===== src/rtl/multicycle_control_unit.sv =====
// Multi-cycle sequencer for the RISC-V datapath: fetch/decode/execute/memory/writeback.
// Define CTRL_ILLEGAL_TRAP_EN to make illegal opcodes lock into TRAP; otherwise they retire as NOPs.
module multicycle_control_unit (
    input  logic       clk,
    input  logic       reset,
    input  logic [6:0] opcode,
    input  logic       selectedFlag,
    input  logic       mem_ready,
    output logic       pc_load,
    output logic       pc_src,
    output logic       ir_load,
    output logic       alu_src,
    output logic [1:0] alu_op,
    output logic       reg_write,
    output logic       mem_to_reg,
    output logic       mem_req,
    output logic       mem_we,
    output logic       instr_retired,
    output logic       illegal_instr,
    output logic [2:0] state
);

    typedef enum logic [2:0] {
        S_FETCH     = 3'd0,
        S_DECODE    = 3'd1,
        S_EXECUTE   = 3'd2,
        S_MEM       = 3'd3,
        S_WRITEBACK = 3'd4,
        S_TRAP      = 3'd5
    } state_t;

    // ILLEGAL is the cleared value so a fresh reset never looks like a real instruction.
    typedef enum logic [2:0] {
        C_ILLEGAL = 3'd0,
        C_R       = 3'd1,
        C_I       = 3'd2,
        C_LOAD    = 3'd3,
        C_STORE   = 3'd4,
        C_BRANCH  = 3'd5
    } class_t;

    state_t state_q, state_d;
    class_t class_q, class_d;
    class_t dec_class;

    always_comb begin
        dec_class = C_ILLEGAL;
        case (opcode)
            7'b0110011: dec_class = C_R;
            7'b0010011: dec_class = C_I;
            7'b0000011: dec_class = C_LOAD;
            7'b0100011: dec_class = C_STORE;
            7'b1100011: dec_class = C_BRANCH;
            default:    dec_class = C_ILLEGAL;
        endcase
    end

    always_comb begin
        state_d = state_q;
        class_d = class_q;
        case (state_q)
            S_FETCH: state_d = S_DECODE;
            S_DECODE: begin
                class_d = dec_class;
                if (dec_class == C_ILLEGAL) begin
`ifdef CTRL_ILLEGAL_TRAP_EN
                    state_d = S_TRAP;
`else
                    state_d = S_WRITEBACK;
`endif
                end else begin
                    state_d = S_EXECUTE;
                end
            end
            S_EXECUTE: begin
                case (class_q)
                    C_R, C_I:         state_d = S_WRITEBACK;
                    C_LOAD, C_STORE:  state_d = S_MEM;
                    default:          state_d = S_FETCH;
                endcase
            end
            S_MEM: begin
                if (mem_ready) begin
                    state_d = (class_q == C_LOAD) ? S_WRITEBACK : S_FETCH;
                end
            end
            S_WRITEBACK: state_d = S_FETCH;
            S_TRAP: begin
`ifdef CTRL_ILLEGAL_TRAP_EN
                state_d = S_TRAP;
`else
                state_d = S_FETCH;
`endif
            end
            default: state_d = S_FETCH;
        endcase
    end

    always_ff @(posedge clk) begin
        if (reset) begin
            state_q <= S_FETCH;
            class_q <= C_ILLEGAL;
        end else begin
            state_q <= state_d;
            class_q <= class_d;
        end
    end

    // Outputs are decoded from the current state and forced low while reset is high,
    // so an in-flight memory request is withdrawn in the same cycle reset arrives.
    always_comb begin
        pc_load       = 1'b0;
        pc_src        = 1'b0;
        ir_load       = 1'b0;
        alu_src       = 1'b0;
        alu_op        = 2'b00;
        reg_write     = 1'b0;
        mem_to_reg    = 1'b0;
        mem_req       = 1'b0;
        mem_we        = 1'b0;
        illegal_instr = 1'b0;
        if (!reset) begin
            case (state_q)
                S_FETCH: ir_load = 1'b1;
                S_EXECUTE: begin
                    case (class_q)
                        C_R: begin
                            alu_op  = 2'b10;
                            alu_src = 1'b0;
                        end
                        C_I: begin
                            alu_op  = 2'b11;
                            alu_src = 1'b1;
                        end
                        C_LOAD, C_STORE: begin
                            alu_op  = 2'b00;
                            alu_src = 1'b1;
                        end
                        C_BRANCH: begin
                            alu_op  = 2'b01;
                            alu_src = 1'b0;
                            pc_load = 1'b1;
                            pc_src  = selectedFlag;
                        end
                        default: ;
                    endcase
                end
                S_MEM: begin
                    mem_req = 1'b1;
                    mem_we  = (class_q == C_STORE);
                    alu_op  = 2'b00;
                    alu_src = 1'b1;
                    // A store retires in the cycle its memory access completes.
                    if (mem_ready && class_q == C_STORE) begin
                        pc_load = 1'b1;
                        pc_src  = 1'b0;
                    end
                end
                S_WRITEBACK: begin
                    reg_write  = (class_q != C_ILLEGAL);
                    mem_to_reg = (class_q == C_LOAD);
                    pc_load    = 1'b1;
                    pc_src     = 1'b0;
                    if (class_q == C_R) begin
                        alu_op  = 2'b10;
                        alu_src = 1'b0;
                    end else if (class_q == C_I) begin
                        alu_op  = 2'b11;
                        alu_src = 1'b1;
                    end
                end
                S_TRAP: begin
`ifdef CTRL_ILLEGAL_TRAP_EN
                    illegal_instr = 1'b1;
`endif
                end
                default: ;
            endcase
        end
    end

    assign instr_retired = pc_load;
    assign state         = reset ? 3'd0 : state_q;

endmodule


===== config.mk =====
export PLATFORM = sky130hd
export DESIGN_NAME = multicycle_control_unit
export DESIGN_NICKNAME = d
export VERILOG_FILES = /design/src/rtl/multicycle_control_unit.sv
export SDC_FILE = /design/constraint.sdc
export NUM_CORES = 1
export LEC_CHECK = 0
export ABC_AREA = 1
export BUFFER_PORTS_ARGS = -buffer_cell sky130_fd_sc_hd__buf_2
export CORE_AREA = 2 2 39 41
export CTS_CLUSTER_DIAMETER = 50
export CTS_CLUSTER_SIZE = 10
export DETAILED_ROUTE_END_ITERATION = 8
export DIE_AREA = 0 0 41 43
export PLACE_DENSITY = 0.72
export SKIP_LAST_GASP = 1
export SYNTH_ARGS = -nofsm -noshare
export SYNTH_HDL_FRONTEND = slang
export SYNTH_SLANG_ARGS = --single-unit

===== constraint.sdc =====
create_clock -name clk -period 1.45 [get_ports clk]
set_input_delay 0.0725 -clock clk [delete_from_list [all_inputs] [get_ports clk]]
set_output_delay 0.0725 -clock clk [all_outputs]
set_load 0.05 [all_outputs]

==> results.py, run 1 <==
metrics = {
    "worst_setup_path": {
        "crit_path_top_delay_cell": "dfxtp_2",
        "slowest_delay_ps": 360,
        "crit_chain": "nor2_2 > nand2_1 > inv_1 > o21ai_1 > nor3_2 > buf_6",
        "cp_top_family": "simple AND/OR/NAND/NOR gates",
        "critPathBufInv": 2,
        "endpoint_kind": "output pin",
        "cp-start-kind": "register",
        "worstPathMaxFanout": 4,
        "rrSetupSlack_ps": 300,
        "critPathRequiredTime_ps": 1380,
        "path_class": "register to output pin",
        "critical_path_arrival_ps": 1390,
    },
    "cells_and_area": {
        "final_cell_mix": "25 x nand2_1, 18 x nor2_1, 14 x buf_2",
        "antennaDiodeCount": 0,
        "utilization_pct": 65.55,
        "areaGrowthSynthToFinish_pct": 60.04,
        "drive_gt1_share_pct": 49.25,
        "fillers": 127,
        "final_nets": 147,
        "layout_commonest_cell": "nand2_1",
        "final_cells": 150,
    },
    "global_routing": {
        "use_met2_pct": 33.75,
        "grt_usage_pct": 20.32,
        "top_usage_layer": "met2",
        "antenna_found_initial": 0,
        "grt_start_max_net_pins": 13,
        "grt_pass1_wl_um": 2456,
        "grt_use_met3_pct": 2.094,
        "grt_use_met1_pct": 23.62,
        "grt_pass1_vias": 640,
        "overflow": 0,
    },
    "floorplan": {
        "die_y_um": 43,
        "start_util_pct": 40.96,
        "die-area_um2": 1763,
        "io_pins": 26,
        "row_count": 14,
        "coreArea_um2": 1384,
        "dieWidth_um": 41,
    },
    "yosys": {
        "ys_ff_latch": 6,
        "yosys_warnings": 0,
        "yosys.area.top_type": "dfxtp_1",
        "ys_types": 19,
        "ys_seq_area_share_pct": 21.19,
        "syn_inst": 105,
        "synth_area_um2": 566.8,
        "syn_area_per_cell_um2": 5.398,
        "synthesis.nets": 116,
        "synthTopCellsByArea": "dfxtp_1 21%, nand2_1 19%, nor2_1 17%",
        "synth.top_cell.area_share_pct": 21.19,
    },
    "clock_tree": {
        "clock_latency_ps": 240,
        "numCtsBuffers": 3,
        "clockBufferDepth": 2,
        "cts.sinks": 6,
        "cts_tree": "yes",
        "htreeDepth": 1,
        "clk_pin_slew_ps": 40,
        "cts_root_buf": "clkbuf_4",
    },
    "route": {
        "drc": 0,
        "ant_nets": 0,
        "dr_total_vias": 732,
        "vias_per_cell": 4.880,
        "routed_wl_um": 1668,
        "drtIter0Drc": 17,
        "avgRoutedWirePerCell_um": 11.12,
        "dr.pass1.iters": 4,
    },
    "timing": {
        "min_period_over_period_pct": 100.9,
        "fmax_mhz": 683.8,
        "whs_ps": 123.3,
        "hold_violations": 0,
        "fin_ws_ps": -12.48,
        "setup-violations-final": 2,
        "fin_skew_ps": 2.380,
        "min_period_ps": 1462,
        "final_max_slew_viol_count": 0,
        "grt_setup_unrepaired": "true",
    },
    "run": {
        "drv_cap": 0,
    },
    "place": {
        "place_congestion": 0.7754,
        "dpl.hpwl_um": 1183,
        "dp_cells": 143,
        "port_buffers": 24,
        "pre_cts_slack_ps": 149.3,
    },
    "power": {
        "cellPowerDensity_nw_per_um2": 549.7,
        "leakage_nw": 0.4381,
        "total_power_w": 0.0004987,
        "peakVddDrop_mv": 0.3105,
    },
    "run_status": {
        "violations": "setup timing",
        "outcome": "complete, but fails checks",
    },
    "hold_path": {
        "hold_path_class": "input pin to register",
    },
}
-- sequential cells by signal, indices dropped and copies added, names as in the netlist --
name and count:
class_q 3, state_q 3
-- kinds of logic after synthesis --
family	count (synthesis)	synth area share (%)
AOI/OAI and AO/OA	9	7.946
buffers and inverters	18	13.47
and+or+nand+nor	71	56.73
other	1	0.6616
DFF	6	21.19
-- area by class of cell --
cell class / instances / area, um2 / share of cell area, %
Clock buffer: 3 / 22.52 / 2.483
Inverter: 15 / 61.31 / 6.759
Multi-Input combinational cell: 81 / 452.9 / 49.93
Sequential cell: 6 / 133.9 / 14.76
Tap cell: 16 / 20.02 / 2.207
Timing Repair Buffer: 29 / 216.5 / 23.86
-- where the power goes --
part	switching (W)	total (W)	leakage (nW)	internal, W
sequential	0.0000159	0.000187	0.0520	0.000171
clock	0.0000568	0.000150	0.0138	0.0000934
combinational	0.000109	0.000162	0.372	0.0000526
total	0.000182	0.000499	0.438	0.000317
-- routing by layer --
layer / share of wire, % / routed length [um] / vias up
li1: - / - / 379
met1: 40 / 667 / 312
met2: 52 / 865 / 33
met3: 5.5 / 92 / 8
met4: 2.5 / 42 / 0
met5: 0 / 0 / -
-- stage by stage --
stage	TNS [ps]	cell area, um2
after floorplan	-294.8	605.6
after global placement	0	729.5
after detailed placement	0	729.5
after CTS	0	807.0
after global routing	-483.2	907.1
final	-17.80	907.1
-- Yosys cell counts (all sizes together) --
cell type and instances:
a21oi 7, o21ai 2, nand2 29, nor3 2, nand3b 2, conb 1, nand3 8, buf 3
inv 15, nand4 1, nor2 29, dfxtp 6
-- tightest hold or removal path: stages --
cell and delay [ps]:
buf_2 100, nor2_1 40, nand2_1 60, a21oi_1 50
-- repair_timing --
item	4_1_cts	5_1_grt
setup buffers	2	2
hold buffers	0	0
setup endpoints to repair	6	10
resized for setup	16	30
pin swaps	4	8
-- path summary, 6_finish.rpt --
path / endpoint / cells after the start / startpoint
setup reg to reg: class_q[1] / 6 / state_q[2]
setup / recovery: alu_op[1] / 6 / state_q[0]
hold reg to reg: class_q[2] / 2 / class_q[2]
hold / removal: class_q[1] / 4 / opcode[6]
Power figures use the tool's default switching activity.
==> run 2, diff against run 1 <==
--- a/config.mk
+++ b/config.mk
@@ -7,12 +7,14 @@
 export LEC_CHECK = 0
 export ABC_AREA = 1
 export BUFFER_PORTS_ARGS = -buffer_cell sky130_fd_sc_hd__buf_2
-export CORE_AREA = 2 2 39 41
+export CELL_PAD_IN_SITES_DETAIL_PLACEMENT = 2
+export CELL_PAD_IN_SITES_GLOBAL_PLACEMENT = 2
+export CORE_MARGIN = 2
+export CORE_UTILIZATION = 22
 export CTS_CLUSTER_DIAMETER = 50
 export CTS_CLUSTER_SIZE = 10
 export DETAILED_ROUTE_END_ITERATION = 8
-export DIE_AREA = 0 0 41 43
-export PLACE_DENSITY = 0.72
+export PLACE_DENSITY = 0.79
 export SKIP_LAST_GASP = 1
 export SYNTH_ARGS = -nofsm -noshare
 export SYNTH_HDL_FRONTEND = slang
==> run 2 against run 1 <==
The run still ends with setup timing left; wire length up 65%; worst hold slack better by 11 ps; core utilization down 25 points; critical path depth down 1; clock-buffer cell count unchanged; total power up 7.3%; global-route usage down 2.9 points; die area up 70%; sequential share of layout area down 1.7 points; sequential cell count unchanged; largest cell class unchanged; highest routed layer unchanged.
==> results.py, run 2 (synthesis gave the netlist of run 1 again) <==
metrics = {
    "place": {
        "place_congestion": 0.7184,
        "dpl_cell_area_um2": 754.5,
        "port_buffers": 24,
        "dpl.hpwl_um": 1788,
    },
    "cells_and_area": {
        "largestRegisters": "class_q: 3 flops, state_q: 3 flops",
        "layout_commonest_cell": "nand2_1",
        "antennaDiodeCount": 0,
        "drive_gt1_share_pct": 54.29,
        "final_area_um2": 994.7,
        "final_nets": 153,
        "final_cell_mix": "26 x nand2_1, 14 x nor2_1, 14 x buf_2",
        "areaGrowthSynthToFinish_pct": 75.50,
    },
    "route": {
        "drtIter0Drc": 1,
        "drc": 0,
        "ant_nets": 0,
        "vias_per_cell": 4.794,
        "dr_total_vias": 815,
        "routed_wl_um": 2745,
        "avgRoutedWirePerCell_um": 16.15,
        "dr.pass1.iters": 3,
    },
    "power": {
        "leakage_nw": 0.4642,
        "cellPowerDensity_nw_per_um2": 538.1,
        "peakVddDrop_mv": 0.2220,
        "total_power_w": 0.0005352,
    },
    "worst_setup_path": {
        "rrSetupSlack_ps": 210,
        "critPathBufInv": 2,
        "r2r-end": "state_q[2]",
        "worstPathMaxFanout": 4,
        "critPathRequiredTime_ps": 1380,
        "rr_startpoint": "class_q[0]",
        "slowest_delay_ps": 400,
        "cp_top_family": "flip-flops",
        "endpoint_kind": "output pin",
        "rr_worst_depth": 8,
        "endpoint": "instr_retired",
        "cp-start-kind": "register",
        "crit_chain": "inv_4 > nor2_4 > nand4_1 > a21oi_4 > buf_6",
        "cp-startpoint": "state_q[0]",
        "cp.depth": 5,
        "critical_path_arrival_ps": 1470,
        "crit_path_top_delay_cell": "dfxtp_4",
        "path_class": "register to output pin",
    },
    "global_routing": {
        "overflow": 0,
        "antenna_found_initial": 0,
        "grt_start_max_net_pins": 13,
        "grt_usage_pct": 17.41,
        "grt_pass1_vias": 819,
        "grt_pass1_wl_um": 3608,
    },
    "floorplan": {
        "coreArea_um2": 2455,
        "io_pins": 26,
        "start_util_pct": 23.09,
        "dieWidth_um": 54.76,
        "die_y_um": 54.76,
        "die-area_um2": 2998,
        "row_count": 18,
    },
    "timing": {
        "min_period_over_period_pct": 106.7,
        "setup-violations-final": 6,
        "fmax_mhz": 646.3,
        "fin_skew_ps": 4.673,
        "grt_setup_unrepaired": "true",
        "hold_violations": 0,
        "fin_ws_ps": -97.24,
        "final_max_slew_viol_count": 0,
        "min_period_ps": 1547,
        "whs_ps": 134.6,
    },
    "clock_tree": {
        "htreeDepth": 1,
        "clk_pin_slew_ps": 50,
        "clockBufferDepth": 2,
        "cts.sinks": 6,
        "cts_root_buf": "clkbuf_4",
        "clock_latency_ps": 240,
        "numCtsBuffers": 3,
        "cts_tree": "yes",
    },
    "run_status": {
        "violations": "setup timing",
        "outcome": "complete, but fails checks",
    },
    "hold_path": {
        "hold_path_class": "input pin to register",
    },
    "run": {
        "drv_cap": 0,
    },
}
## run 2: layout make-up
type                            count  area [um2]
Clock buffer                        3       22.52
Fill cell                         310        1460
Inverter                           15       58.81
Multi-Input combinational cell     81       469.2
Sequential cell                     6       130.1
Tap cell                           30       37.54
Timing Repair Buffer               35       276.5
## run 2: report_power, final
part           leakage (nW)  internal [W]  switching, W
logic                 0.399     0.0000685      0.000127
clock network        0.0138     0.0000934     0.0000563
registers            0.0512      0.000173     0.0000173
## run 2: through the flow
step                      cells  TNS (ps)  utilization (%)  setup WS, ps
after floorplan             105    -294.8                -        -158.8
after global placement      158         0            30.73         94.19
after detailed placement    158         0            30.73         69.00
after CTS                   168    -251.5            36.60        -58.74
after global routing        170     -1006            40.52        -152.4
final                       170    -386.6            40.52        -97.24
## run 2: timing repair
item | in CTS | in global routing
pin swaps | 5 | 9
resized for setup | 23 | 29
hold buffers | 0 | 0
endpoints found under the setup margin | 8 | 10
hold endpoints to repair | 0 | 0
buffers inserted | 7 | 2
## run 2: worst reg2reg max path, cell delays in order, from the launching register on
cell     delay (ps)
dfxtp_1         460
nor2_4           80
buf_4           140
buf_4           130
nor2_1          110
nand2_1          70
nand2_1          70
nor2_1           50
nor2_1           80
## run 2: worst min-delay path by stage
stage / startpoint / end / cells after the start
2_1_floorplan: mem_ready / state_q[2] / 2
3_3_place_gp: opcode[6] / class_q[1] / 4
3_5_place_dp: opcode[6] / class_q[1] / 4
4_1_cts: opcode[6] / class_q[1] / 4
5_1_grt: mem_ready / state_q[2] / 3
6_report: opcode[6] / class_q[1] / 4
## run 2: layer usage
metal	share of wire, %	track usage, %	vias to the layer above
met5	0	0	-
met4	2.7	8.750	0
met3	3.2	1.913	6
met2	57	34.13	26
met1	37	17.68	390
li1	-	-	393
==> run 3, diff against run 2 <==
--- a/config.mk
+++ b/config.mk
@@ -15,7 +15,6 @@
 export CTS_CLUSTER_SIZE = 10
 export DETAILED_ROUTE_END_ITERATION = 8
 export PLACE_DENSITY = 0.79
-export SKIP_LAST_GASP = 1
 export SYNTH_ARGS = -nofsm -noshare
 export SYNTH_HDL_FRONTEND = slang
 export SYNTH_SLANG_ARGS = --single-unit
==> run 3 against run 2 <==
The run still ends with setup timing left; maximum frequency unchanged; sequential power about the same; worst hold slack unchanged; non-clock buffer count unchanged; cell count unchanged; combinational power about the same; clock power about the same; wire length unchanged; clock skew unchanged.
==> results.py, run 3 (synthesis gave the netlist of run 1 again) <==
metrics = {
    "worst_setup_path": {
        "rr_worst_depth": 8,
        "cp-start-kind": "register",
        "worstPathMaxFanout": 4,
        "endpoint_kind": "output pin",
        "critPathRequiredTime_ps": 1380,
        "critical_path_arrival_ps": 1470,
        "path_class": "register to output pin",
    },
    "floorplan": {
        "die_y_um": 54.76,
        "dieWidth_um": 54.76,
        "row_count": 18,
        "io_pins": 26,
        "start_util_pct": 23.09,
        "coreArea_um2": 2455,
        "die-area_um2": 2998,
    },
    "route": {
        "dr.pass1.iters": 3,
        "routed_wl_um": 2745,
        "dr_total_vias": 815,
        "vias_per_cell": 4.794,
        "drc": 0,
        "avgRoutedWirePerCell_um": 16.15,
        "ant_nets": 0,
        "drtIter0Drc": 1,
    },
    "run_status": {
        "outcome": "complete, but fails checks",
        "violations": "setup timing",
    },
    "run": {
        "drv_cap": 0,
    },
    "timing": {
        "min_period_over_period_pct": 106.7,
        "hold_violations": 0,
        "final_max_slew_viol_count": 0,
        "setup-violations-final": 6,
        "grt_setup_unrepaired": "true",
        "fmax_mhz": 646.3,
        "min_period_ps": 1547,
        "fin_setup_tns_ps": -386.6,
        "fin_ws_ps": -97.24,
        "whs_ps": 134.6,
        "fin_skew_ps": 4.673,
    },
    "cells_and_area": {
        "largestRegisters": "class_q: 3 flops, state_q: 3 flops",
        "utilization_pct": 40.52,
        "final_cells": 170,
        "drive_gt1_share_pct": 54.29,
        "areaGrowthSynthToFinish_pct": 75.50,
        "final_cell_mix": "26 x nand2_1, 14 x nor2_1, 14 x buf_2",
        "fillers": 310,
        "antennaDiodeCount": 0,
        "final_nets": 153,
        "layout_commonest_cell": "nand2_1",
    },
    "global_routing": {
        "grt_start_max_net_pins": 13,
        "antenna_found_initial": 0,
        "grt_pass1_vias": 819,
        "grt_pass1_wl_um": 3608,
        "grt_usage_pct": 17.41,
        "overflow": 0,
    },
    "clock_tree": {
        "htreeDepth": 1,
        "cts_tree": "yes",
        "clock_latency_ps": 240,
        "cts_root_buf": "clkbuf_4",
        "clockBufferDepth": 2,
        "numCtsBuffers": 3,
        "clk_pin_slew_ps": 50,
        "cts.sinks": 6,
    },
    "place": {
        "dpl.hpwl_um": 1788,
        "port_buffers": 24,
        "place_congestion": 0.7184,
        "dp_cells": 158,
    },
    "power": {
        "leakage_nw": 0.4642,
        "total_power_w": 0.0005352,
        "peakVddDrop_mv": 0.2220,
        "cellPowerDensity_nw_per_um2": 538.1,
    },
    "hold_path": {
        "whs_path_depth": 4,
        "hold_path_class": "input pin to register",
    },
}
run 3: cell counts in the layout (fill, tap and decap cells not counted):
Identical to the previous run, type by type.
run 3: power breakdown:
part	internal [W]	switching, W	leakage (nW)
Sequential	0.000173	0.0000173	0.0512
Combinational	0.0000685	0.000127	0.399
Clock	0.0000934	0.0000563	0.0138
run 3: worst paths after layout:
check | startpoint | to | slack [ps]
setup reg to reg | class_q[0] | state_q[2] | 210
hold / removal | opcode[6] | class_q[1] | 130
hold reg to reg | class_q[1] | class_q[1] | 570
setup / recovery | state_q[0] | instr_retired | -100
run 3: area by class of cell:
cell class	instances	area, um2	area share, %
multi-input combinational	81	469.2	47.17
timing repair buffer	35	276.5	27.80
sequential	6	130.1	13.08
inverter	15	58.81	5.912
tap	30	37.54	3.774
clock buffer	3	22.52	2.264
run 3: layer usage:
layer / global-route usage, % / routed length (um)
met3: 1.913 / 88
met5: 0 / 0
met1: 17.68 / 1006
met4: 8.750 / 73
met2: 34.13 / 1576
run 3: per-stage QoR:
step / worst slack (ps) / instance area [um2]
2_1_floorplan: -158.8 / 605.6
3_3_place_gp: 94.19 / 754.5
3_5_place_dp: 69.00 / 754.5
4_1_cts: -58.74 / 900.9
5_1_grt: -152.4 / 994.7
6_report: -97.24 / 994.7
run 3: critical path, cell delays in order, from the launching register on:
cell	delay (ps)
dfxtp_4	400
inv_4	60
nor2_4	180
nand4_1	210
a21oi_4	200
buf_6	180
run 3: what timing repair did:
item | CTS | global route
setup endpoints to repair | 8 | 10
gates cloned | 0 | 0
setup buffers | 7 | 2
pin swaps | 5 | 9
hold buffers | 0 | 0
resized for setup | 24 | 27
